`config.mk`:
```
export PLATFORM = sky130hd
export DESIGN_NAME = mem_wb_stage
export DESIGN_NICKNAME = d
export VERILOG_FILES = /design/src/rtl/mem_wb_stage.sv
export SDC_FILE = /design/constraint.sdc
export NUM_CORES = 1
export LEC_CHECK = 0
export CAP_MARGIN = 20
export CORE_ASPECT_RATIO = 2
export CORE_MARGIN = 1
export CORE_UTILIZATION = 53
export CTS_CLUSTER_DIAMETER = 40
export CTS_CLUSTER_SIZE = 10
export DETAILED_ROUTE_END_ITERATION = 8
export HOLD_SLACK_MARGIN = 0.1
export PLACE_DENSITY = 0.95
export SETUP_SLACK_MARGIN = 0.02
export SYNTH_ARGS = -nofsm -noshare
export SYNTH_HDL_FRONTEND = slang
export SYNTH_SLANG_ARGS = --single-unit
```
`constraint.sdc`:
```
create_clock -name clk -period 6.1 [get_ports clk]
set_input_delay 1.83 -clock clk [delete_from_list [all_inputs] [get_ports clk]]
set_output_delay 1.83 -clock clk [all_outputs]
set_load 0.005 [all_outputs]
```
`src/rtl/mem_wb_stage.sv`:
```
// MEM/WB pipeline register and writeback formatter.
// Holds the instruction retiring from the memory stage. It also aligns and
// extends load data and drives the register file write port. A retired
// instruction counter sits alongside the stage.
module mem_wb_stage #(
  parameter int XLEN  = 32,
  parameter int CNT_W = 64
) (
  input  logic             clk,
  input  logic             reset_n,
  input  logic             stall,
  input  logic             flush,
  input  logic             mem_valid,
  input  logic             mem_reg_write,
  input  logic [4:0]       mem_rd,
  input  logic [1:0]       mem_wb_sel,
  input  logic [2:0]       mem_funct3,
  input  logic [XLEN-1:0]  mem_alu_result,
  input  logic [XLEN-1:0]  mem_load_raw,
  input  logic [XLEN-1:0]  mem_pc_plus4,
  output logic             wb_reg_write,
  output logic [4:0]       wb_waddr,
  output logic [XLEN-1:0]  wb_wdata,
  output logic             wb_valid,
  output logic             wb_load_err,
  output logic [CNT_W-1:0] instret
);

  localparam logic [1:0] SEL_ALU  = 2'b00;
  localparam logic [1:0] SEL_LOAD = 2'b01;
  localparam logic [1:0] SEL_LINK = 2'b10;

  logic             r_valid;
  logic             r_reg_write;
  logic [4:0]       r_rd;
  logic [1:0]       r_wb_sel;
  logic [2:0]       r_funct3;
  logic [XLEN-1:0]  r_alu_result;
  logic [XLEN-1:0]  r_load_raw;
  logic [XLEN-1:0]  r_pc_plus4;
  logic [CNT_W-1:0] r_instret;

  logic [7:0]       w_byte;
  logic [15:0]      w_half;
  logic [XLEN-1:0]  w_load_data;
  logic             w_load_ok;
  logic             w_write_en;
  logic             w_capture;

  // Stage register: flush inserts a cleared bubble and beats stall, stall holds, otherwise capture
  always_ff @(posedge clk or negedge reset_n) begin
    if (!reset_n) begin
      r_valid      <= 1'b0;
      r_reg_write  <= 1'b0;
      r_rd         <= '0;
      r_wb_sel     <= '0;
      r_funct3     <= '0;
      r_alu_result <= '0;
      r_load_raw   <= '0;
      r_pc_plus4   <= '0;
    end else if (flush) begin
      r_valid      <= 1'b0;
      r_reg_write  <= 1'b0;
      r_rd         <= '0;
      r_wb_sel     <= '0;
      r_funct3     <= '0;
      r_alu_result <= '0;
      r_load_raw   <= '0;
      r_pc_plus4   <= '0;
    end else if (!stall) begin
      r_valid      <= mem_valid;
      r_reg_write  <= mem_reg_write;
      r_rd         <= mem_rd;
      r_wb_sel     <= mem_wb_sel;
      r_funct3     <= mem_funct3;
      r_alu_result <= mem_alu_result;
      r_load_raw   <= mem_load_raw;
      r_pc_plus4   <= mem_pc_plus4;
    end
  end

  // A real instruction retires when it is actually captured into the stage
  assign w_capture = mem_valid & ~stall & ~flush;

  // Retired-instruction counter, wraps naturally at 2^CNT_W
  always_ff @(posedge clk or negedge reset_n) begin
    if (!reset_n) begin
      r_instret <= '0;
    end else if (w_capture) begin
      r_instret <= r_instret + CNT_W'(1);
    end
  end

  // Byte lane picked by the low address bits. The halfword lane ignores bit 0
  // because misaligned halfwords never reach this stage.
  assign w_byte = r_load_raw[{r_alu_result[1:0], 3'b000} +: 8];
  assign w_half = r_load_raw[{r_alu_result[1], 4'b0000} +: 16];

  // Load formatter: extend the selected lane and flag unsupported funct3 codes
  always_comb begin
    w_load_data = '0;
    w_load_ok   = 1'b1;
    case (r_funct3)
      3'b000:  w_load_data = {{(XLEN-8){w_byte[7]}}, w_byte};
      3'b100:  w_load_data = {{(XLEN-8){1'b0}}, w_byte};
      3'b001:  w_load_data = {{(XLEN-16){w_half[15]}}, w_half};
      3'b101:  w_load_data = {{(XLEN-16){1'b0}}, w_half};
      3'b010:  w_load_data = r_load_raw;
      default: w_load_ok   = 1'b0;
    endcase
  end

  // Writeback source select; the reserved encoding writes zero
  always_comb begin
    case (r_wb_sel)
      SEL_ALU:  wb_wdata = r_alu_result;
      SEL_LOAD: wb_wdata = w_load_data;
      SEL_LINK: wb_wdata = r_pc_plus4;
      default:  wb_wdata = '0;
    endcase
  end

  // x0, the reserved select and bad loads never write the register file
  assign w_write_en = r_valid & r_reg_write & (r_rd != 5'd0) & (r_wb_sel != 2'b11)
                    & ~((r_wb_sel == SEL_LOAD) & ~w_load_ok);

  assign wb_reg_write = w_write_en;
  assign wb_waddr     = w_write_en ? r_rd : 5'd0;
  assign wb_valid     = r_valid;
  assign wb_load_err  = r_valid & (r_wb_sel == SEL_LOAD) & ~w_load_ok;
  assign instret      = r_instret;

endmodule

```
## Word-level counts from Yosys, hierarchy flattened

Index checks and enable logic that the tools add are counted.

- Logic and storage cells: 57
- Input port bits: 112
- Bits in registers: 172

- Shifts and indexed selects: 2
- Equal/unequal tests: 8
- Reduce and logical (&&, ||, !) cells: 4
- Bitwise logic cells: 13
- Add/subtract/negate cells: 1
- Mux-type cells: 20

Operators with widths:

| operator | count |
|---|---|
| $mux 32 | 6 |
| $pmux 32 s5 | 1 |
| $pmux 32 s3 | 1 |
| $add 64x1->64 const B | 1 |
| $shiftx 32x6->16 | 1 |
| $shiftx 32x6->8 | 1 |
| $mux 5 | 3 |
| $and 1x1->1 | 9 |
| $eq 3x3->1 const B | 2 |
| $mux 3 | 2 |
| $mux 1 | 5 |
| $reduce_bool 5->1 | 1 |
| $reduce_or 5->1 | 1 |
| $mux 2 | 2 |
| $not 1->1 | 4 |
| $eq 3x1->1 const B | 1 |
| $eq 3x2->1 const B | 1 |
| $logic_not 3->1 | 1 |
| $eq 2x1->1 const B | 1 |
| $eq 2x2->1 const B | 1 |
| $logic_not 2->1 | 1 |
| $ne 2x1->1 const B | 1 |
| $ne 2x2->1 const B | 1 |

## Logic depth before layout (Yosys ltp)

Gate-level depths: netlist of the first run.

- Depth in word-level cells: 8
- Depth in mapped cells: 7
- Mapped depth without buffers: 6

## Worst setup path after synthesis of the first run

No wires, ideal clock.

- Kind: register -> output
- Start point: register r_alu_result[1]
- End point: output port wb_wdata[10]
- Data arrival time: 1,662 ps
- Stages on the path, launching flop included: 5
- Path slack: 2,608 ps
- Cells stage by stage: dfrtp_1 clkbuf_1 o31ai_1 a221oi_1 o22ai_1

- Longest elaborated chain between the ends: 3
- Elaborated cells on any way between the ends: 4
- Classes of those cells: shift (2); mux (2)

RTL lines:

| element | line | RTL |
|---|---|---|
| start, declared | 38 | `logic [XLEN-1:0] r_alu_result;` |
| start signal, assigned | 76 | `r_alu_result <= mem_alu_result;` |
| $shiftx 32x6->16 / $shiftx 32x6->8 (equally long branches) | 97, 96 |  |
| $pmux 32 s5 (*) | 103 | `case (r_funct3)` |
| $pmux 32 s3 (*) | 115 | `case (r_wb_sel)` |
| end, declared | 23 | `output logic [XLEN-1:0] wb_wdata,` |

Mark *: on every way between the ends. The rest lies on a longest branch, timed or not.

## Final worst setup path of the first run

- Start point: register r_funct3[0]
- End point: output port wb_wdata[28]

- Longest elaborated chain between the ends: 3
- Elaborated cells on any way between the ends: 7
- Classes of those cells: eq/ne (4); mux (2); reduce/logical (1)

RTL lines:

| element | line | RTL |
|---|---|---|
| start, declared | 37 | `logic [2:0] r_funct3;` |
| start signal, assigned | 75 | `r_funct3 <= mem_funct3;` |
| $eq 3x2->1, or another cell as far along | 103 |  |
| $pmux 32 s5 (*) | 103 |  |
| $pmux 32 s3 (*) | 115 |  |

Marks and branches as above.

==> impl_metrics.yaml, run 1 <==
run_status:
  status: "completed"
sta:
  slew_viol_final: 0
  hold_viol: 0
  slew_headroom_pct: 29.4
  clock.fmax_ghz: 0.196
  rsz0062_at_grt: "false"
  min_period_over_period_pct: 83.7
  fin_tns_setup_ps: 0
  setup_violations: 0
  skew_ps: 9.54
  finalCriticalPeriod_ps: 5100
  worst_pin_slew_ps: 1060
routing:
  wl_mm: 24.8
  drt_iter0_markers: 470
  vias_per_cell: 5.80
  vias: 6952
  drt_first_pass_iters: 5
  drc_errors: 0
  ant_nets: 0
  wl_per_cell_microns: 20.7
grt:
  antenna_found_initial: 4
  grt_pass1_wl_mm: 38.7
  track_usage_pct: 30.8
  grt_max_degree: 112
  grt_pass1_vias: 7282
  grt_overflow: 0
hold_path:
  hold_end: "instret[63]"
  hold_class: "register to register"
  hp-start: "instret[63]"
  hold_depth: 1
clock_tree:
  cts_tree: "yes"
  numCtsBuffers: 17
  cts_hold_buf: 0
  clk_latency_ps: 420
  cts-resized-gates: 0
  clk_pin_slew_ps: 70
  post-cts-setup-buffers: 0
  cts_sinks: 172
  root_buffer: "clkbuf_16"
  htreeDepth: 4
  clock_path_buffers: 2
synth:
  syn_area_per_cell_sq_um: 10.8
  yosysWarningCount: 0
  synth_nets: 895
  synth_top_area_share_pct: 50.8
  async_flop_share_pct: 100
  syn_area_sq_mm: 0.00847
  synth_edf_count: 0
  ys_ff_latch: 172
  yosysUniqueCellTypes: 43
  synthCells: 782
  seq_area_frac_synth_pct: 50.8
  synth-main-ff-cell: "dfrtp_1"
  yosys.area.top_type: "dfrtp_1"
  synth_area_leaders: "dfrtp_1 (51%), mux2i_1 (17%), nor2_1 (6.1%)"
pwr:
  power_density_mw_per_mm2: 239
  total_power_mw: 2.72
  vdd_drop_max_mv: 0.184
  p_leak_nw: 5.11
setup_path:
  r2r_slack_ps: 3520
  reg2reg_from: "instret[9]"
  critPathMaxFanout: 17
  worstSetupPathType: "register to primary output"
  slowest_delay_ps: 670
  critPathRequiredTime_ps: 4270
  crit_slowest_cell: "nand2b_1"
  startpoint_type: "register"
  cp_cell_sequence: "o21ai_1, nand3b_1, nand2b_1, o22ai_1, clkdlybuf4s50_1"
  cp-end-kind: "primary output"
  r2r-end: "instret[45]"
  r2r_cells: 5
  arrival_ps: 3270
layout:
  seq_area_sq_mm: 0.00431
  area_growth_pct: 34.1
  multi_input_area_sq_mm: 0.00394
  final_common_cell: "clkdlybuf4s50_1"
  num-fill-cells: 1116
  fin_util_pct: 72.4
  drive_gt1_share_pct: 7.45
  nets: 1094
  final_cells: 1198
  layout.cells.most_common_list: "clkdlybuf4s50_1 (212), dfrtp_1 (171), mux2i_1 (142)"
job:
  max_cap_viol_count: 0
placement:
  dp_hpwl_mm: 18.1
  dp.cells: 1161
  port_buffers: 215
  gp_congestion: 0.949
floorplan:
  io_pins: 216
  fp-row-count: 65
  die_area_sq_mm: 0.0165
  initial_utilization_pct: 54.0
  die_x_microns: 91.4
  die_y_microns: 181
  coreArea_sq_mm: 0.0157
==> worst max-delay path by stage <==
stage,startpoint,to,slack (ps),cells past startpoint
after floorplan,r_alu_result[1],wb_wdata[10],2610,4
after global placement,r_alu_result[1],wb_wdata[24],1630,6
after detailed placement,r_alu_result[1],wb_wdata[21],1480,6
after CTS,r_funct3[0],wb_wdata[28],990,5
after global routing,r_funct3[0],wb_wdata[24],750,5
final,r_funct3[0],wb_wdata[28],1000,5
==> sequential cells by signal (all words and copies together), names as in the netlist <==
signal / cells
instret: 64
r_funct3: 3
wb_valid: 1
r_load_raw: 32
r_pc_plus4: 32
r_rd: 5
r_wb_sel: 2
r_alu_result: 32
r_reg_write: 1
==> critical path: cells and delay by family (launching register included) <==
family                 cells  cell delay [ps]
AND/OR/NAND/NOR            2             1200
flip-flops                 1              480
AO/OA/AOI/OAI              2              640
buffers and inverters      1              530
==> power breakdown <==
part / internal, mW / total [mW] / switching (mW)
clock network: 0.584 / 1.05 / 0.467
logic: 0.219 / 0.406 / 0.188
registers: 1.20 / 1.26 / 0.0624
==> synthesized netlist by cell type, drive strengths merged (2+ instances only) <==
cell and number:
a21oi 17, a221oi 9, a222oi 7, and2 6, and3 2, buf 19, clkbuf 24, dfrtp 172
inv 14, mux2 10, mux2i 142, nand2 32, nand2b 2, nand3 18, nand4 23, nor2 137
nor2b 2, nor3 18, nor3b 4, nor4 16, o22ai 32, o31ai 2, or2 2, xnor2 31
xor2 32
==> routing by layer <==
metal	track usage, %	vias up	routed length, microns	share of wire (%)
met5	0	-	0	0
met4	21.8	0	1580	6.4
met3	5.05	76	1390	5.6
met2	55.7	310	13500	54
met1	31.5	3405	8330	34
li1	-	3161	-	-
==> cells by family (layout without fill, tap and decap cells) <==
group | after synthesis | in the layout | share of synthesized area [%]
AND/OR/NAND/NOR | 268 | 268 | 16.3
flip-flops | 172 | 172 | 50.8
multiplexers | 152 | 152 | 18.1
AO/OA/AOI/OAI | 69 | 69 | 5.45
XOR/XNOR | 63 | 63 | 6.52
buffers and inverters | 57 | 268 | 2.69
adder cells (fa/ha/maj) | 1 | 1 | 0.148
other | 0 | 4 | 0
==> cell type report <==
type / instances / area share (%)
flip-flops and latches: 172 / 37.9
multi-input cells: 553 / 34.7
repair buffers: 223 / 19.7
clock buffers: 19 / 3.90
well taps: 201 / 2.21
clock inverters: 12 / 1.11
inverters: 14 / 0.463
diodes: 4 / 0.0881
==> stage by stage <==
step / worst slack, ps / cell area, sq um / hold slack, ps
4_1_cts: 988 / 11300 / 474
3_5_place_dp: 1480 / 10700 / 461
5_1_grt: 752 / 11400 / 486
2_1_floorplan: 2610 / 8470 / 465
6_report: 996 / 11400 / 466
3_3_place_gp: 1630 / 10700 / 459
No activity file was read; power rests on OpenSTA's default activity.
==> run 2: changes to the inputs <==
--- a/config.mk
+++ b/config.mk
@@ -8,12 +8,12 @@
 export CAP_MARGIN = 20
 export CORE_ASPECT_RATIO = 2
 export CORE_MARGIN = 1
-export CORE_UTILIZATION = 53
+export CORE_UTILIZATION = 45
 export CTS_CLUSTER_DIAMETER = 40
 export CTS_CLUSTER_SIZE = 10
 export DETAILED_ROUTE_END_ITERATION = 8
 export HOLD_SLACK_MARGIN = 0.1
-export PLACE_DENSITY = 0.95
+export PLACE_DENSITY = 0.88
 export SETUP_SLACK_MARGIN = 0.02
 export SYNTH_ARGS = -nofsm -noshare
 export SYNTH_HDL_FRONTEND = slang
==> constraint.sdc (replaced) <==
create_clock -name clk -period 4.43 [get_ports clk]
set_input_delay 1.329 -clock clk [delete_from_list [all_inputs] [get_ports clk]]
set_output_delay 1.329 -clock clk [all_outputs]
set_load 0.005 [all_outputs]
==> impl_metrics.yaml, run 2 (same netlist as run 1, synthesis figures left out) <==
setup_path:
  critPathRequiredTime_ps: 3100
  arrival_ps: 2950
  worstSetupPathType: "register to primary output"
  reg2reg_from: "instret[0]"
  startpoint_type: "register"
  cp-end-kind: "primary output"
  path_buf_inv: 2
  cp_cell_sequence: "o21ai_1, nand3b_1, buf_4, nand2b_1, o22ai_1, clkdlybuf4s50_1"
  r2r_slack_ps: 2180
  startpoint: "r_funct3[1]"
  r2r-end: "instret[56]"
  path_delay_family: "simple AND/OR/NAND/NOR gates"
  critPathMaxFanout: 17
  r2r_cells: 6
  slowest_delay_ps: 630
  crit_slowest_cell: "nand2b_1"
grt:
  grt_pass1_wl_mm: 40.9
  antenna_found_initial: 5
  grt_pass1_vias: 7251
  grt_max_degree: 91
  track_usage_pct: 28.7
  grt_overflow: 0
routing:
  vias: 6988
  drc_errors: 0
  drt_iter0_markers: 350
  vias_per_cell: 5.71
  wl_mm: 26.7
  ant_nets: 0
  wl_per_cell_microns: 21.8
  drt_first_pass_iters: 6
floorplan:
  coreArea_sq_mm: 0.0184
  die_x_microns: 99.0
  initial_utilization_pct: 46.0
  die_y_microns: 196
  die_area_sq_mm: 0.0194
  fp-row-count: 70
  io_pins: 216
sta:
  slew_headroom_pct: 34.5
  hold_viol: 0
  setup_ws_ps: 153
  fin_tns_setup_ps: 0
  clock.fmax_ghz: 0.234
  setup_violations: 0
  finalCriticalPeriod_ps: 4280
  skew_ps: 11.1
  rsz0062_at_grt: "true"
  min_period_over_period_pct: 96.5
  worst_pin_slew_ps: 982
  slew_viol_final: 0
clock_tree:
  clk_latency_ps: 430
  cts_tree: "yes"
  numCtsBuffers: 17
  root_buffer: "clkbuf_16"
  htreeDepth: 4
  clock_path_buffers: 2
  post-cts-setup-buffers: 0
  clk_pin_slew_ps: 70
  cts_sinks: 172
job:
  max_cap_viol_count: 0
layout:
  final_common_cell: "clkdlybuf4s50_1"
  area_growth_pct: 35.9
  layout.cells.most_common_list: "clkdlybuf4s50_1 (212), dfrtp_1 (171), mux2i_1 (142)"
  drive_gt1_share_pct: 8.57
  num-fill-cells: 1508
  nets: 1104
  largest_reg_flops: 64
placement:
  port_buffers: 215
  dp_slack_ps: 260
  gp_congestion: 0.947
  dp_hpwl_mm: 19.7
pwr:
  power_density_mw_per_mm2: 337
  vdd_drop_max_mv: 0.278
  p_leak_nw: 5.18
run_status:
  status: "completed"
hold_path:
  hold_depth: 1
  hold_end: "instret[63]"
  hold_class: "register to register"
  hp-start: "instret[63]"
[run 2: power by group]
part	internal (mW)	switching (mW)
Clock	0.917	0.654
Combinational	0.307	0.256
Sequential	1.65	0.0940
[run 2: per-stage QoR]
step                      std cells  hold WS [ps]  util (%)  cell area (sq um)  power [mW]
final                          1224           476      62.6              11500        3.88
after detailed placement       1188           478      59.1              10900        2.33
after global routing           1224           511      62.6              11500        4.03
after global placement         1188           460      59.1              10900        2.31
after CTS                      1219           490      62.5              11500        3.91
after floorplan                 782           465         -               8470        1.99
[run 2: layout make-up]
type	count	area [sq um]	share of cell area [%]
antenna	5	12.5	0.109
clock buffer	18	439	3.81
clock inverter	13	180	1.56
inverter	14	52.6	0.456
multi-input combinational	553	3950	34.3
sequential	172	4310	37.4
tap	216	270	2.35
timing repair buffer	233	2300	20.0
[run 2: worst register-to-register path: stages, from the launching register on]
cell	delay [ps]
dfrtp_1	430
ha_1	200
nand4bb_1	240
nor4_4	570
nand4_2	300
nor4_2	260
xor2_1	170
[run 2: per-layer routing]
metal	part of all wire [%]	up-vias	global-route usage, %
li1	-	3188	-
met1	34	3455	29.2
met2	54	266	51.7
met3	5.5	79	5.66
met4	6.5	0	20.0
met5	0	-	0
[run 2: timing repair]
action	CTS	global route
hold buffers	0	0
gates resized for setup	1	2
endpoints found under the setup margin	16	18
[run 2: worst max path at each step]
stage	cells after the start	slack, ps	to
after floorplan	4	1440	wb_wdata[10]
after global placement	6	390	wb_wdata[25]
after detailed placement	6	260	wb_wdata[18]
after CTS	6	130	wb_wdata[13]
after global routing	7	4	wb_wdata[4]
final	6	150	wb_wdata[18]
==> run 3: changes to the inputs <==
--- a/config.mk
+++ b/config.mk
@@ -5,7 +5,7 @@
 export SDC_FILE = /design/constraint.sdc
 export NUM_CORES = 1
 export LEC_CHECK = 0
-export CAP_MARGIN = 20
+export CAP_MARGIN = 30
 export CORE_ASPECT_RATIO = 2
 export CORE_MARGIN = 1
 export CORE_UTILIZATION = 45
==> impl_metrics.yaml, run 3 (same netlist as run 1, synthesis figures left out) <==
routing:
  drc_errors: 0
  vias_per_cell: 5.68
  ant_nets: 0
  drt_first_pass_iters: 5
  wl_per_cell_microns: 22.0
  drt_iter0_markers: 261
  wl_mm: 27.0
  vias: 6964
layout:
  area_growth_pct: 35.9
  largest_reg_flops: 64
  layout.cells.most_common_list: "clkdlybuf4s50_1 (212), dfrtp_1 (171), mux2i_1 (142)"
  final_common_cell: "clkdlybuf4s50_1"
  final_area_sq_mm: 0.0115
  final_cells: 1226
  drive_gt1_share_pct: 8.65
  nets: 1106
grt:
  grt_max_degree: 91
  grt_pass1_wl_mm: 41.2
  track_usage_pct: 28.8
  antenna_found_initial: 4
  grt_overflow: 0
  grt_pass1_vias: 7212
floorplan:
  fp-row-count: 70
  die_area_sq_mm: 0.0194
  coreArea_sq_mm: 0.0184
  initial_utilization_pct: 46.0
  die_y_microns: 196
  io_pins: 216
  die_x_microns: 99.0
clock_tree:
  clock_path_buffers: 2
  numCtsBuffers: 17
  cts_sinks: 172
  root_buffer: "clkbuf_16"
  cts_hold_buf: 0
  htreeDepth: 4
  clk_latency_ps: 430
  clk_pin_slew_ps: 70
  cts_tree: "yes"
pwr:
  vdd_drop_max_mv: 0.311
  power_density_mw_per_mm2: 332
  p_leak_nw: 5.18
  total_power_mw: 3.82
hold_path:
  hp-start: "instret[63]"
  hold_end: "instret[63]"
  hold_depth: 1
  hold_class: "register to register"
setup_path:
  path_buf_inv: 1
  cp_cell_sequence: "mux2_2, a222oi_1, o22ai_1, clkdlybuf4s50_1"
  worstSetupPathType: "register to primary output"
  reg2reg_from: "instret[9]"
  r2r_slack_ps: 2210
  path_delay_family: "compound AO/OA/AOI/OAI gates"
  r2r_cells: 5
  critPathMaxFanout: 15
  startpoint_type: "register"
  cp-end-kind: "primary output"
  r2r-end: "instret[56]"
  arrival_ps: 2950
  critPathRequiredTime_ps: 3100
  crit_slowest_cell: "dfrtp_1"
  slowest_delay_ps: 740
sta:
  finalCriticalPeriod_ps: 4280
  setup_violations: 0
  min_period_over_period_pct: 96.6
  slew_viol_final: 0
  worst_pin_slew_ps: 886
  setup_ws_ps: 151
  slew_headroom_pct: 40.9
  clock.fmax_ghz: 0.234
  rsz0062_at_grt: "false"
  skew_ps: 10.7
  hold_viol: 0
  fin_tns_setup_ps: 0
placement:
  dp.cells: 1189
  gp_congestion: 0.947
  post_dp_cell_area_sq_mm: 0.0109
  dp_slack_ps: 597
  port_buffers: 215
  dp_hpwl_mm: 19.8
job:
  max_cap_viol_count: 0
run_status:
  status: "completed"
[run 3: what timing repair did]
action | in CTS | in global routing
gates resized for setup | 0 | 1
setup buffers | 0 | 0
setup endpoints to repair | 0 | 7
endpoints found under the hold margin | 0 | 0
[run 3: final cells by class]
type / instances / area, sq um
Multi-Input combinational cell: 553 / 3950
Tap cell: 216 / 270
Inverter: 14 / 52.6
Fill cell: 1521 / 6880
Clock inverter: 14 / 160
Timing Repair Buffer: 235 / 2330
Clock buffer: 18 / 429
Antenna cell: 4 / 10.0
Sequential cell: 172 / 4310
[run 3: per-layer routing]
metal  wire length (microns)  global-route usage [%]  share of wire, %  up-vias
met5                       0                       0                 0        -
met3                    1250                    5.77               4.6       79
met4                    1470                    17.4               5.5        0
met1                    9440                    29.3                35     3435
met2                   14800                    53.2                55      269
li1                        -                       -                 -     3181
[run 3: how the worst max path moves through the flow]
| stage | start | endpoint | cells after the start |
|---|---|---|---|
| after floorplan | r_alu_result[1] | wb_wdata[10] | 4 |
| after global placement | r_alu_result[1] | wb_wdata[25] | 6 |
| after detailed placement | r_alu_result[1] | wb_wdata[13] | 6 |
| after CTS | r_alu_result[1] | wb_wdata[13] | 6 |
| after global routing | r_funct3[1] | wb_wdata[4] | 7 |
| final | r_alu_result[1] | wb_wdata[4] | 4 |
[run 3: metrics by stage]
stage          hold slack [ps]  util (%)
2_1_floorplan              465         -
3_3_place_gp               460      59.1
3_5_place_dp               478      59.1
4_1_cts                    490      62.3
5_1_grt                    512      62.6
6_report                   477      62.6
[run 3: power breakdown]
part           leakage, nW  internal, mW  switching (mW)  total [mW]
logic                 2.63         0.309           0.257       0.567
clock network        0.285         0.844           0.665        1.51
registers             2.27          1.65          0.0934        1.74
total                 5.18          2.80            1.02        3.82
